[config.mk]
export PLATFORM = sky130hd
export DESIGN_NAME = serial_adder
export DESIGN_NICKNAME = d
export VERILOG_FILES = /design/src/rtl/serial_adder_pkg.sv /design/src/rtl/Full_Adder.sv /design/src/rtl/serial_adder.sv
export SDC_FILE = /design/constraint.sdc
export NUM_CORES = 1
export LEC_CHECK = 0
export BUFFER_PORTS_ARGS = -buffer_cell sky130_fd_sc_hd__buf_2
export CAP_MARGIN = 20
export CORE_MARGIN = 5
export CORE_UTILIZATION = 48
export CTS_CLUSTER_SIZE = 25
export DETAILED_ROUTE_END_ITERATION = 16
export PLACE_DENSITY_LB_ADDON = 0.2
export REMOVE_ABC_BUFFERS = 1
export SLEW_MARGIN = 20
export SYNTH_ARGS = -nofsm -noshare
export SYNTH_HDL_FRONTEND = slang
export SYNTH_SLANG_ARGS = --single-unit
[constraint.sdc]
create_clock -name clk -period 1.2 [get_ports clk]
set_input_delay 0.12 -clock clk [delete_from_list [all_inputs] [get_ports clk]]
set_output_delay 0.12 -clock clk [all_outputs]
set_load 0.01 [all_outputs]
[src/rtl/serial_adder_pkg.sv]
// serial_adder_pkg
//   Shared types and constants for the bit-serial adder.
//   sa_state_t    : controller states (IDLE, RUN, DONE)
//   SA_MAX_WIDTH  : largest supported operand width

package serial_adder_pkg;

    typedef enum logic [1:0] {
        IDLE = 2'd0,
        RUN  = 2'd1,
        DONE = 2'd2
    } sa_state_t;

    localparam int SA_MAX_WIDTH = 32;

endpackage : serial_adder_pkg

[src/rtl/Full_Adder.sv]
// Full_Adder
//   One-bit full adder, behavioural variant.
//   a, b : addend bits
//   ci   : carry in
//   s    : sum bit
//   co   : carry out

module Full_Adder (
    input  logic a,
    input  logic b,
    input  logic ci,
    output logic s,
    output logic co
);

    assign s  = a ^ b ^ ci;
    assign co = (a & b) | (ci & (a ^ b));

endmodule : Full_Adder

[src/rtl/serial_adder.sv]
// serial_adder
//   Adds two WIDTH-bit operands one bit per clock through a single
//   Full_Adder, LSB first, with the carry held in a register between bits.
//
//   Handshake: start is only looked at in IDLE or DONE. The edge that sees
//   start=1 there captures a/b/cin and begins a WIDTH-cycle RUN. On the
//   last RUN edge sum/cout are written and done pulses high for exactly one
//   cycle. If start is high again during that DONE cycle the next operands
//   are accepted immediately (back-to-back, one result per WIDTH+1 cycles).
//
//   Ports
//     clk   : rising-edge clock
//     rst_n : synchronous active-low reset
//     start : request a new addition
//     a, b  : operands, captured on the accepting edge
//     cin   : carry-in, captured on the accepting edge
//     busy  : high while in RUN
//     done  : one-cycle pulse when sum/cout have just been updated
//     sum   : result, held until the next completion
//     cout  : final carry-out, held with sum

module serial_adder
    import serial_adder_pkg::*;
#(
    parameter int WIDTH = 8
) (
    input  logic             clk,
    input  logic             rst_n,
    input  logic             start,
    input  logic [WIDTH-1:0] a,
    input  logic [WIDTH-1:0] b,
    input  logic             cin,
    output logic             busy,
    output logic             done,
    output logic [WIDTH-1:0] sum,
    output logic             cout
);

    if (WIDTH < 1 || WIDTH > SA_MAX_WIDTH) begin : g_width_check
        $error("serial_adder: WIDTH must be in 1..%0d", SA_MAX_WIDTH);
    end

    localparam int              CW   = $clog2(WIDTH + 1);
    localparam logic [CW-1:0]   LAST = CW'(WIDTH - 1);

    sa_state_t        state;
    sa_state_t        state_next;
    logic [WIDTH-1:0] sh_a;
    logic [WIDTH-1:0] sh_b;
    logic [WIDTH-1:0] psum;
    logic [WIDTH-1:0] psum_next;
    logic             carry;
    logic [CW-1:0]    cnt;
    logic             fa_s;
    logic             fa_co;
    logic             last_bit;

    Full_Adder u_fa (
        .a  (sh_a[0]),
        .b  (sh_b[0]),
        .ci (carry),
        .s  (fa_s),
        .co (fa_co)
    );

    // Each new sum bit enters at the MSB; after WIDTH shifts the first
    // (least significant) bit has walked down to bit 0. Written as shifts
    // rather than a concatenation so that WIDTH=1 needs no special case.
    assign psum_next = (psum >> 1) | (WIDTH'(fa_s) << (WIDTH - 1));
    assign last_bit  = (cnt == LAST);

    always_comb begin
        state_next = state;
        case (state)
            IDLE, DONE: state_next = start ? RUN : IDLE;
            RUN:        state_next = last_bit ? DONE : RUN;
            default:    state_next = IDLE;
        endcase
    end

    always_ff @(posedge clk) begin
        if (!rst_n) begin
            state <= IDLE;
            sh_a  <= '0;
            sh_b  <= '0;
            psum  <= '0;
            carry <= 1'b0;
            cnt   <= '0;
            sum   <= '0;
            cout  <= 1'b0;
            busy  <= 1'b0;
            done  <= 1'b0;
        end else begin
            state <= state_next;
            case (state)
                IDLE, DONE: begin
                    done <= 1'b0;
                    busy <= 1'b0;
                    if (start) begin
                        sh_a  <= a;
                        sh_b  <= b;
                        carry <= cin;
                        cnt   <= '0;
                        psum  <= '0;
                        busy  <= 1'b1;
                    end
                end
                RUN: begin
                    sh_a  <= sh_a >> 1;
                    sh_b  <= sh_b >> 1;
                    carry <= fa_co;
                    psum  <= psum_next;
                    cnt   <= cnt + 1'b1;
                    if (last_bit) begin
                        sum  <= psum_next;
                        cout <= fa_co;
                        done <= 1'b1;
                        busy <= 1'b0;
                    end
                end
                default: begin
                    busy <= 1'b0;
                    done <= 1'b0;
                end
            endcase
        end
    end

endmodule : serial_adder

# [Word-level counts from Yosys, hierarchy flattened]
# Cells that the tools add are included.
# W data, S select, Z words.
[word_totals] reg_bits=42 in_bits=20 out_inout_bits=11 wordCells=44
[classes] add_sub_neg=1 n_eq_ne=5 mux=16 bitwise=6 n_reduce_logical=6
[op_table] cell="$pmux W8 S2" count=3
[op_table] cell="$mux W8" count=3
[op_table] cell="$or A7 B8 Y8" count=1
[op_table] cell="$pmux W4 S2" count=1
[op_table] cell="$reduce_and A2 Y1" count=3
[op_table] cell="$add A4 B1 Y4 const B" count=1
[op_table] cell="$eq A4 B3 Y1 const B" count=1
[op_table] cell="$mux W1" count=4
[op_table] cell="$mux W4" count=1
[op_table] cell="$ne A2 B2 Y1 const B" count=2
[op_table] cell="$pmux W1 S2" count=2
[op_table] cell="$pmux W2 S2" count=1
[op_table] cell="$and A1 B1 Y1" count=2
[op_table] cell="$eq A2 B1 Y1 const B" count=1
[op_table] cell="$eq A2 B2 Y1 const B" count=1
[op_table] cell="$logic_not A2 Y1" count=1
[op_table] cell="$mux W2" count=1
[op_table] cell="$reduce_bool A2 Y1" count=1
[op_table] cell="$reduce_or A2 Y1" count=1
[op_table] cell="$xor A1 B1 Y1" count=2
[op_table] cell="$or A1 B1 Y1" count=1

# [Longest topological paths before layout]
# Gate-level depths: netlist of run 1.
[logic_depth] ltp_word=4 ltp_mapped=5 depth_no_buf=4

# [Modules after synthesis]
# Synthesis of run 1 repeated with hierarchy kept, for this count alone.
[hier_totals] cells_unflattened=186 hier_area_um2=1661.6
[modules_own_cells] module="serial_adder" instances=1 cells_per_inst=185 area_per_inst_um2=1641.6 seq_area_each_um2=820.8
[modules_own_cells] module="Full_Adder" instances=1 cells_per_inst=1 area_per_inst_um2=20.0 seq_area_each_um2=0.0

# [Least setup slack after synthesis of run 1]
# Ideal clock, no wire load.
[synth_timing] kind="register to register" startpoint="register cnt[0]" endpoint="register cout" setup_time_ns=0.072 arrival_ns=1.133 required_ns=1.128 slack_ns=-0.005 path_stages_with_launch=5 path_buffers=0 period_less_slack_ns=1.205 path_cell_list="dfxtp_1 -> ha_1 -> nand3b_2 -> nor2_4 -> mux2i_1"
[synth_between] elab_chain_cells=2
[synth_lines] item="start, declared" line_no="serial_adder.sv:53" text="logic [CW-1:0] cnt;"
[synth_lines] item="start signal, assigned" line_no="serial_adder.sv:113" text="cnt <= cnt + 1'b1;"
[synth_lines] item="$eq A4 B3 Y1" line_no="serial_adder.sv:70" text="assign last_bit = (cnt == LAST);"
[synth_lines] item="$reduce_and A2 Y1 (no line)"
[synth_lines] item="end signal, assigned" line_no="serial_adder.sv:116" text="cout <= fa_co;"
[synth_lines] item="end, declared" line_no="serial_adder.sv:36" text="output logic cout"
# No other way between the ends.
# A chain may end at the register's enable or synchronous reset.

# [Worst setup path after layout of run 1]
[layout_timing] startpoint="register carry" endpoint="register sum[7]"
[layout_between] elab_chain_cells=2
[layout_lines] item="start, declared" line_no="serial_adder.sv:52" text="logic carry;"
[layout_lines] item="start signal, assigned" line_no="serial_adder.sv:102" text="carry <= cin;"
[layout_lines] item="start signal, assigned" line_no="serial_adder.sv:111" text="carry <= fa_co;"
[layout_lines] item="$xor A1 B1 Y1" line_no="Full_Adder.sv:16" text="assign s = a ^ b ^ ci;"
[layout_lines] item="net fa_s" line_no="serial_adder.sv:54" text="logic fa_s;"
[layout_lines] item="$or A7 B8 Y8" line_no="serial_adder.sv:69" text="assign psum_next = (psum >> 1) | (WIDTH'(fa_s) << (WIDTH - 1));"
[layout_lines] item="end signal, assigned" line_no="serial_adder.sv:115" text="sum <= psum_next;"
[layout_lines] item="end, declared" line_no="serial_adder.sv:35" text="output logic [WIDTH-1:0] sum,"
# The timed path passes the listed nets, and every way through them passes these cells.

==> out/qor.yml, run 1 <==
status: "finished clean"
layout.cells.non_filler: 267
synthTopCellsByArea: "dfxtp_1 (49%), a21oi_1 (9.0%), nand3_1 (8.4%)"
routed_wl_um: 3480
cp.required_ns: 1.49
total_power_mw: 2.458
switching_share: 0.2579
grt_pass1_wl_um: 5913
vias_per_cell: 5.296
finalWorstSetupSlack_ns: 0.04928
crit_family: "adder cells"
cp.buffers_inverters: 0
slew-limit-headroom: 0.7907
place_hpwl_um: 2326
path_clk_slew_ns: 0.12
seq_power_share: 0.588
overflow: 0
grt_pass1_vias: 1392
ys_types: 23
p_leak_nw: 0.8024
worstSkewPairLatency_ns: 0.35
dp.cells: 256
route.vias.total: 1414
p_int_mw: 1.824
nets: 243
layout_min_cycle_time_ns: 1.151
ctsHtreeMaxLevel: 2
min_path_type: "primary input to flip-flop"
synth_edf_count: 0
clock_skew_ns: 0.009718
grt_max_degree: 30
power_frac_clock: 0.285
start_kind: "flip-flop"
layout-drive-gt1-share: 0.2760
dieHeight_um: 68.88
finalHoldViolations: 0
fin_crit_sh: 0.9589
powerDensity_mw_per_mm2: 1209
critPathMaxFanout: 2
rsz0062_at_grt: "true"
row_count: 21
irDropWorstVdd_mv: 0.7265
yosys-mux-area-fraction: 0.06917
seq_area_frac_synth: 0.4932
ys_seq_elements: 41
max_freq_ghz: 0.8690
syn_inst: 186
synth_compound_area_frac: 0.1654
synth_top_family_by_area: "simple AND/OR/NAND/NOR gates"
avgSynthCellArea_um2: 8.947
power_switching_mw: 0.6339
drc_errors: 0
synth_top_area_cell: "dfxtp_1"
place.port_buffers: 30
clk_path_buf_depth: 2
diodes: 0
area_delta_synth_final_pct: 22.18
antenna_found_initial: 0
gp_congestion: 0.7587
cp-end-kind: "flip-flop"
final-max-slew-violation-count: 0
setup_viol: 0
die_w_um: 68.88
fillers: 298
crit_type: "flip-flop to flip-flop"
async_flop_share: 0
drt_iter0_drc: 51
avgRoutedWirePerCell_um: 13.03
core_area_mm2: 0.003337
synthXorXnorAreaFrac: 0
maxCapViolCount: 0
path_cells: "fa_2 -> nand2_1 -> mux2i_1"
synth-adder-area-share: 0.01955
synth_top_area_frac: 0.4932
regArea_um2: 824.5
die_area_mm2: 0.004744
cp.arrival_ns: 1.44
comb_power_share: 0.127
dpl_worst_slack_ns: -0.09427
start_util: 0.4987
ys_warn_count: 0
cts_made_buffers: 5
multi_input_area_um2: 783.3
r2r_setup_slack_ns: 0.05
cts_tree: "done"
synth-simple-area-share: 0.1947
grt.total_usage: 0.1688
holdWs_ns: 0.04032
syn_area_mm2: 0.001664
dr.pass1.iters: 4
critPathSlowestCell: "fa_2"
critPathMaxStageDelay_ns: 0.57
ioPinCount: 31
ant_nets: 0
worstMarginPinSlew_ns: 0.3140
cts_root_buffer: "clkbuf_4"
synth-main-ff-cell: "dfxtp_1"
cts.sinks: 41
worst paths after layout:
| path | start | depth (start not counted) | end |
|---|---|---|---|
| setup / recovery | carry | 3 | sum[7] |
| hold / removal | a[1] | 3 | sh_a[1] |
| setup reg to reg | carry | 3 | sum[7] |
| hold reg to reg | done | 2 | done |
tightest hold or removal path, cell delays in order:
cell     delay (ns)
buf_2          0.08
a22oi_1        0.05
a21oi_1        0.11
state kept, by name, indices dropped and copies added, names as in the netlist:
| name | flops |
|---|---|
| sh_a | 8 |
| done | 1 |
| sum | 8 |
| cout | 1 |
| sh_b | 8 |
| state | 2 |
| cnt | 4 |
| busy | 1 |
| psum | 7 |
| carry | 1 |
layout by cell type, fill, tap and decap left out, types with 2 or more instances in the layout:
cell	count
nor2_1	2
buf_12	3
inv_1	2
a22oi_2	2
a22oi_1	13
nand2_1	29
dfxtp_2	3
a21oi_1	30
buf_2	30
dfxtp_1	38
dlygate4sd3_1	2
clkbuf_4	5
buf_4	8
mux2i_1	10
nand2b_1	3
nand3_1	28
layout make-up:
type / count / area share
sequential: 41 / 0.4055
multi-input combinational: 127 / 0.3852
timing repair buffer: 44 / 0.1483
tap: 46 / 0.02831
clock buffer: 6 / 0.02523
clock inverter: 1 / 0.003692
inverter: 2 / 0.003692
timing repair:
action	in CTS	in global routing
setup buffers	2	0
hold buffers	2	0
endpoints found under the setup margin	9	32
gates cloned	0	0
resized for setup	4	7
pin swaps	1	0
hold endpoints to repair	2	0
per-stage QoR:
stage / TNS, ns / area, um^2 / utilization
6_report: 0 / 2033 / 0.6093
5_1_grt: -0.1096 / 2033 / 0.6093
4_1_cts: 0 / 2003 / 0.6003
3_5_place_dp: -0.6620 / 1883 / 0.5643
3_3_place_gp: -0.09032 / 1883 / 0.5643
2_1_floorplan: -5.568 / 1575 / -
cell families after synthesis:
kind of cell,Yosys count
AO/OA/AOI/OAI,46
adder cells (fa/ha/maj),2
buffers and inverters,18
flip-flops,41
multiplexers,11
AND/OR/NAND/NOR,68
power by group through the flow:
stage | clock (mW) | sequential (mW) | combinational (mW)
after floorplan | 0 | 1.47 | 0.157
final | 0.701 | 1.45 | 0.311
after global routing | 0.773 | 1.45 | 0.349
after detailed placement | 0 | 1.47 | 0.295
after CTS | 0.724 | 1.44 | 0.303
after global placement | 0 | 1.47 | 0.287
cells in the mapped netlist, types with 2 or more instances:
master and n:
mux2i_1 10, buf_4 3, nand2_1 29, buf_1 2, a21oi_1 30, a22oi_1 15
dfxtp_1 41, inv_1 2, nor2_1 2, nand2b_1 4, clkbuf_1 2, nand3_1 28
buf_2 8
routing by layer:
metal | vias to the layer above | global-route usage | routed length (um)
met5 | - | 0 | 0
li1 | 716 | - | -
met4 | 0 | 0.07786 | 62
met1 | 651 | 0.1755 | 1468
met2 | 38 | 0.3012 | 1744
met3 | 9 | 0.05997 | 205
Note: power is estimated with default switching activity, not from simulation.
==> run 2, diff against run 1 <==
ABC_AREA = 1   (was unset)
CORE_UTILIZATION = 49   (was 48)
==> out/qor.yml, run 2 <==
die_area_mm2: 0.005061  # +6.7%
start_kind: "flip-flop"
async_flop_share: 0  # unchanged
critPathMaxFanout: 5  # +3
synth_common_cells: "nand3_1 (64), dfxtp_1 (41), nand2_1 (39)"
synthTopCellsByArea: "dfxtp_1 (45%), nand3_1 (17%), nand2_1 (8.0%)"
grt.total_usage: 0.1642  # -0.004533
p_int_mw: 2.409  # +32%
die_w_um: 71.14  # +3.3%
max_freq_ghz: 0.8543  # -1.7%
reg_top3: "sh_a: 8 flops, sh_b: 8 flops, sum: 8 flops"
avgSynthCellArea_um2: 7.477  # -16%
cp_common_cell: "nand2_1"
gp_congestion: 0.7613  # +0.34%
final_cell_mix: "nand3_1 (63), nand2_1 (39), dfxtp_1 (35), buf_2 (30)"
layout-drive-gt1-share: 0.2699  # -0.006122
yosysMostFrequentCell: "nand3_1"
finalHoldViolations: 0  # unchanged
setup_viol: 0  # unchanged
row_count: 22  # +4.8%
r2r_setup_slack_ns: 0.03  # -0.02 ns
core_area_mm2: 0.003633  # +8.9%
worstSkewPairLatency_ns: 0.30  # -0.05 ns
power_switching_mw: 0.7434  # +17%
synth_edf_count: 0  # unchanged
slew-limit-headroom: 0.6449  # -0.1458
fillers: 378  # +27%
place_hpwl_um: 2862  # +23%
place.port_buffers: 30  # unchanged
hold_start: "b[7]"
p_leak_nw: 1.026  # +28%
syn_area_mm2: 0.001832  # +10%
grt_max_degree: 28  # -6.7%
total_power_mw: 3.153  # +28%
irDropWorstVdd_mv: 0.7344  # +1.1%
crit_type: "flip-flop to flip-flop"
seq_power_share: 0.459  # -0.129
grt_pass1_vias: 1577  # +13%
nets: 310  # +28%
dieHeight_um: 71.14  # +3.3%
path_cells: "ha_2 -> nand2_1 -> nor2_4 -> buf_6 -> nand3b_1 -> nand2_1 -> nor2_1"
ys_types: 23  # unchanged
cts_tree: "done"
status: "finished clean"
grt_pass1_wl_um: 6824  # +15%
dr.pass1.iters: 4  # unchanged
syn_inst: 245  # +32%
cts.sinks: 41  # unchanged
ys_seq_elements: 41  # unchanged
switching_share: 0.2358  # -0.02209
critPathMaxStageDelay_ns: 0.33  # -0.24 ns
avgRoutedWirePerCell_um: 11.75  # -9.8%
seq_area_frac_synth: 0.4481  # -0.04515
r2r_start: "cnt[0]"
cp.required_ns: 1.40  # -0.09 ns
clock_skew_ns: 0.01027  # +0.0005573 ns
worstMarginPinSlew_ns: 0.5293  # +0.2154 ns
ctsHtreeMaxLevel: 2  # unchanged
ant_nets: 0  # unchanged
clk_path_buf_depth: 2  # unchanged
diodes: 0  # unchanged
maxCapViolCount: 0  # unchanged
min_path_type: "primary input to flip-flop"
overflow: 0  # unchanged
ys_warn_count: 0  # unchanged
vias_per_cell: 5.050  # -4.6%
synth_top_area_frac: 0.4481  # -0.04515
finalSetupTns_ns: 0  # unchanged
antenna_found_initial: 0  # unchanged
start_util: 0.5041  # +0.005445
cts_made_buffers: 5  # unchanged
fin_crit_sh: 0.9754  # +0.01648
powerDensity_mw_per_mm2: 1382  # +14%
final_common_cell: "nand3_1"
path_clk_slew_ns: 0.08  # -0.04 ns
routed_wl_um: 3961  # +14%
comb_power_share: 0.117  # -0.010
critPathSlowestCell: "dfxtp_2"
rsz0062_at_grt: "true"
ioPinCount: 31  # unchanged
cts_hold_buf: 0  # -2
synth-main-ff-cell: "dfxtp_1"
power_frac_clock: 0.424  # +0.139
cts_root_buffer: "clkbuf_8"
drt_iter0_drc: 116  # +130%
drc_errors: 0  # unchanged
area_delta_synth_final_pct: 24.52
cp-startpoint: "cnt[0]"
cp.arrival_ns: 1.37  # -0.07 ns
cp-end-kind: "flip-flop"
synth_top_area_cell: "dfxtp_1"
route.vias.total: 1702  # +20%
layout_min_cycle_time_ns: 1.171  # +0.01978 ns
final-max-slew-violation-count: 0  # unchanged
## run 2: cell count changes after synthesis, moves of 3 or more
cell and delta:
nand3_1 +36, inv_1 +20, nor2_1 +17, a22oi_1 -15, o21ai_0 +12, a21oi_1 -10, mux2i_1 -10, nand2_1 +10
buf_2 -4, nand2_2 +4, nand2b_1 -4, buf_6 +3
## run 2: metrics by stage
| stage | hold WS [ns] | cells | cell area (um^2) | setup WS [ns] | utilization |
|---|---|---|---|---|---|
| 2_1_floorplan | 0.2231 | 231 | 1729 | -0.2902 | - |
| 3_3_place_gp | 0.3754 | 327 | 2087 | 0.04180 | 0.5744 |
| 3_5_place_dp | 0.3808 | 327 | 2087 | 0.002481 | 0.5744 |
| 4_1_cts | 0.05828 | 335 | 2230 | 0.004722 | 0.6136 |
| 5_1_grt | 0.06836 | 337 | 2281 | -0.02383 | 0.6278 |
| 6_report | 0.06531 | 337 | 2281 | 0.02950 | 0.6278 |
## run 2: final timing paths
| kind | end | cells past startpoint |
|---|---|---|
| max reg2reg | sum[0] | 7 |
| min reg2reg | cout | 2 |
| min | sh_b[7] | 3 |
| max | sum[0] | 7 |
## run 2: worst max-delay path, delay by kind of cell (launching register included)
kind,cells,cell delay [ns]
buf+inv,1,0.12
simple gates,5,0.44
fa+ha+maj,1,0.18
flops,1,0.33
## run 2: power by group through the flow
| stage | registers [mW] | logic, mW | clock network, mW |
|---|---|---|---|
| 6_report | 1.45 | 0.368 | 1.34 |
| 5_1_grt | 1.45 | 0.418 | 1.42 |
| 4_1_cts | 1.44 | 0.354 | 1.36 |
| 3_5_place_dp | 1.48 | 0.349 | 0 |
| 3_3_place_gp | 1.47 | 0.343 | 0 |
| 2_1_floorplan | 1.48 | 0.176 | 0 |
## run 2: cell type report
| type | count | area [um^2] | area share |
|---|---|---|---|
| multi-input combinational | 165 | 838.3 | 0.3675 |
| inverter | 25 | 96.34 | 0.04224 |
| sequential | 41 | 828.3 | 0.3631 |
| clock buffer | 5 | 68.82 | 0.03017 |
| tap | 48 | 60.06 | 0.02633 |
| timing repair buffer | 50 | 320.3 | 0.1404 |
| clock inverter | 3 | 68.82 | 0.03017 |
## run 2: cell families after synthesis
family / count (synthesis) / share of synthesized area
AO/OA/AOI/OAI: 32 / 0.08744
adder cells (fa/ha/maj): 2 / 0.01776
buffers and inverters: 39 / 0.1086
flip-flops: 41 / 0.4481
AND/OR/NAND/NOR: 131 / 0.3381
## run 2: timing repair
action	CTS	global route
pin swaps	0	4
resized for setup	1	14
setup endpoints to repair	1	28
setup buffers	0	2
## run 2: metal layers
| layer | GRT usage | vias to the layer above | wire length [um] |
|---|---|---|---|
| li1 | - | 889 | - |
| met1 | 0.2036 | 773 | 1883 |
| met2 | 0.2755 | 35 | 1836 |
| met3 | 0.04119 | 5 | 186 |
| met4 | 0.05637 | 0 | 55 |
| met5 | 0 | - | 0 |
==> run 3, diff against run 2 <==
CORE_ASPECT_RATIO = 1.75   (was unset)
==> out/qor.yml, run 3 (synthesis gave the netlist of run 2 again) <==
status: "finished clean"
core_area_mm2: 0.003628  # -0.14%
worstSkewPairLatency_ns: 0.29  # about the same
avgRoutedWirePerCell_um: 12.10  # +3.0%
min_path_type: "primary input to flip-flop"
die_w_um: 56.22  # -21%
cts_made_buffers: 5  # unchanged
reg_top3: "sh_a: 8 flops, sh_b: 8 flops, sum: 8 flops"
grt.total_usage: 0.1632  # -0.001039
grt_pass1_wl_um: 6727  # -1.4%
layout_min_cycle_time_ns: 1.151  # -0.01968 ns
rsz0062_at_grt: "true"
path_clk_slew_ns: 0.07  # about the same
place.port_buffers: 30  # unchanged
irDropWorstVdd_mv: 0.6948  # -5.4%
cp.required_ns: 1.39  # about the same
comb_power_share: 0.126  # +0.009
ant_nets: 0  # unchanged
cts_tree: "done"
critPathMaxStageDelay_ns: 0.37  # +0.04 ns
row_count: 29  # +32%
ioPinCount: 31  # unchanged
fillers: 364  # -3.7%
die_area_mm2: 0.005109  # +0.96%
place_hpwl_um: 2837  # -0.90%
drt_iter0_drc: 51  # -56%
maxCapViolCount: 0  # unchanged
final_common_cell: "nand3_1"
fin_crit_sh: 0.9590  # -0.01640
start_util: 0.5048  # +0.0006954
path_cells: "ha_4 -> nand2_4 -> nor2_4 -> buf_12 -> nand3_1 -> nand2_1 -> nor2_1"
crit_type: "flip-flop to flip-flop"
drc_errors: 0  # unchanged
slew-limit-headroom: 0.7649  # +0.1200
overflow: 0  # unchanged
finalHoldViolations: 0  # unchanged
diodes: 0  # unchanged
dr.pass1.iters: 4  # unchanged
clk_path_buf_depth: 2  # unchanged
fin_util: 0.6124  # -0.01534
critPathMaxFanout: 4  # -1
cts_hold_buf: 0  # unchanged
layout-drive-gt1-share: 0.2569  # -0.01295
area_delta_synth_final_pct: 21.31
setup_viol: 0  # unchanged
routed_wl_um: 4042  # +2.0%
grt_max_degree: 21  # -25%
powerDensity_mw_per_mm2: 1212  # -12%
power_frac_clock: 0.336  # -0.088
critPathSlowestCell: "dfxtp_2"
route.vias.total: 1704  # +0.12%
cts.sinks: 41  # unchanged
seq_power_share: 0.538  # +0.079
ctsHtreeMaxLevel: 2  # unchanged
switching_share: 0.2530  # +0.01723
antenna_found_initial: 0  # unchanged
p_int_mw: 2.012  # -16%
cp-end-kind: "flip-flop"
final_cell_mix: "nand3_1 (63), nand2_1 (38), dfxtp_1 (36), buf_2 (30), inv_1 (22)"
cp.arrival_ns: 1.34  # -0.03 ns
worstMarginPinSlew_ns: 0.3526  # -0.1768 ns
p_leak_nw: 1.021  # -0.54%
grt_pass1_vias: 1629  # +3.3%
gp_congestion: 0.7902  # +3.8%
total_power_mw: 2.693  # -15%
max_freq_ghz: 0.8689  # +1.7%
final-max-slew-violation-count: 0  # unchanged
dieHeight_um: 90.88  # +28%
cts_root_buffer: "clkbuf_8"
vias_per_cell: 5.102  # +1.0%
power_switching_mw: 0.6815  # -8.3%
clock_skew_ns: 0.003149  # -0.007126 ns
nets: 310  # unchanged
start_kind: "flip-flop"
==> run 3: cell count changes in the layout (fill, tap and decap cells not counted), moves of 2 or more <==
cell	before	now
buf_4	17	19
buf_6	2	0
bufinv_16	2	0
inv_1	20	22
inv_2	3	1
==> run 3: routing by layer <==
layer | global-route usage | wire [um] | vias to the layer above | share of wire
li1 | - | - | 887 | -
met1 | 0.1556 | 1599 | 761 | 0.40
met2 | 0.3115 | 2161 | 48 | 0.53
met3 | 0.03863 | 190 | 8 | 0.047
met4 | 0.08119 | 90 | 0 | 0.022
met5 | 0 | 0 | - | 0
==> run 3: metrics by stage <==
step / instances / hold WS, ns / worst slack, ns / setup TNS (ns) / instance area [um^2]
finish: 334 / 0.07450 / 0.04917 / 0 / 2222
CTS: 333 / 0.06976 / 0.01098 / 0 / 2188
detailed placement: 325 / 0.3785 / -0.004351 / -0.004351 / 2072
floorplan: 231 / 0.2231 / -0.2902 / -6.779 / 1729
global route: 334 / 0.08682 / -0.05302 / -0.1419 / 2222
global placement: 325 / 0.3840 / 0.04371 / 0 / 2072
==> run 3: final cells by class <==
type | instances | area, um^2 | share of cell area
multi-input combinational | 165 | 842.1 | 0.3789
sequential | 41 | 827.0 | 0.3722
timing repair buffer | 50 | 312.8 | 0.1408
inverter | 25 | 96.34 | 0.04336
clock buffer | 7 | 86.33 | 0.03885
tap | 46 | 57.56 | 0.02590
==> run 3: worst paths after layout <==
kind	from	to	slack, ns	depth (start not counted)
worst max-delay path	cnt[1]	sum[4]	0.05	7
worst min-delay path	a[7]	sh_a[7]	0.07	3
worst max register to register	cnt[1]	sum[4]	0.05	7
worst min register to register	sh_a[1]	sh_a[0]	0.47	2
==> run 3: power groups by stage <==
| stage | clock [mW] | combinational (mW) | sequential [mW] |
|---|---|---|---|
| 3_5_place_dp | 0 | 0.334 | 1.47 |
| 4_1_cts | 0.925 | 0.337 | 1.44 |
| 3_3_place_gp | 0 | 0.334 | 1.47 |
| 6_report | 0.904 | 0.340 | 1.45 |
| 2_1_floorplan | 0 | 0.176 | 1.48 |
| 5_1_grt | 0.986 | 0.388 | 1.46 |
==> run 3: critical path: cells and delay by family, from the launching register on <==
kind	cells	cell delay, ns
flip-flops	1	0.37
adder cells (fa/ha/maj)	1	0.17
AND/OR/NAND/NOR	5	0.40
buffers and inverters	1	0.13
==> run 3: repair_timing <==
item | in CTS | in global routing
pin swaps | 1 | 5
gates resized for setup | 3 | 8
buffers inserted | 1 | 1
setup endpoints to repair | 4 | 29
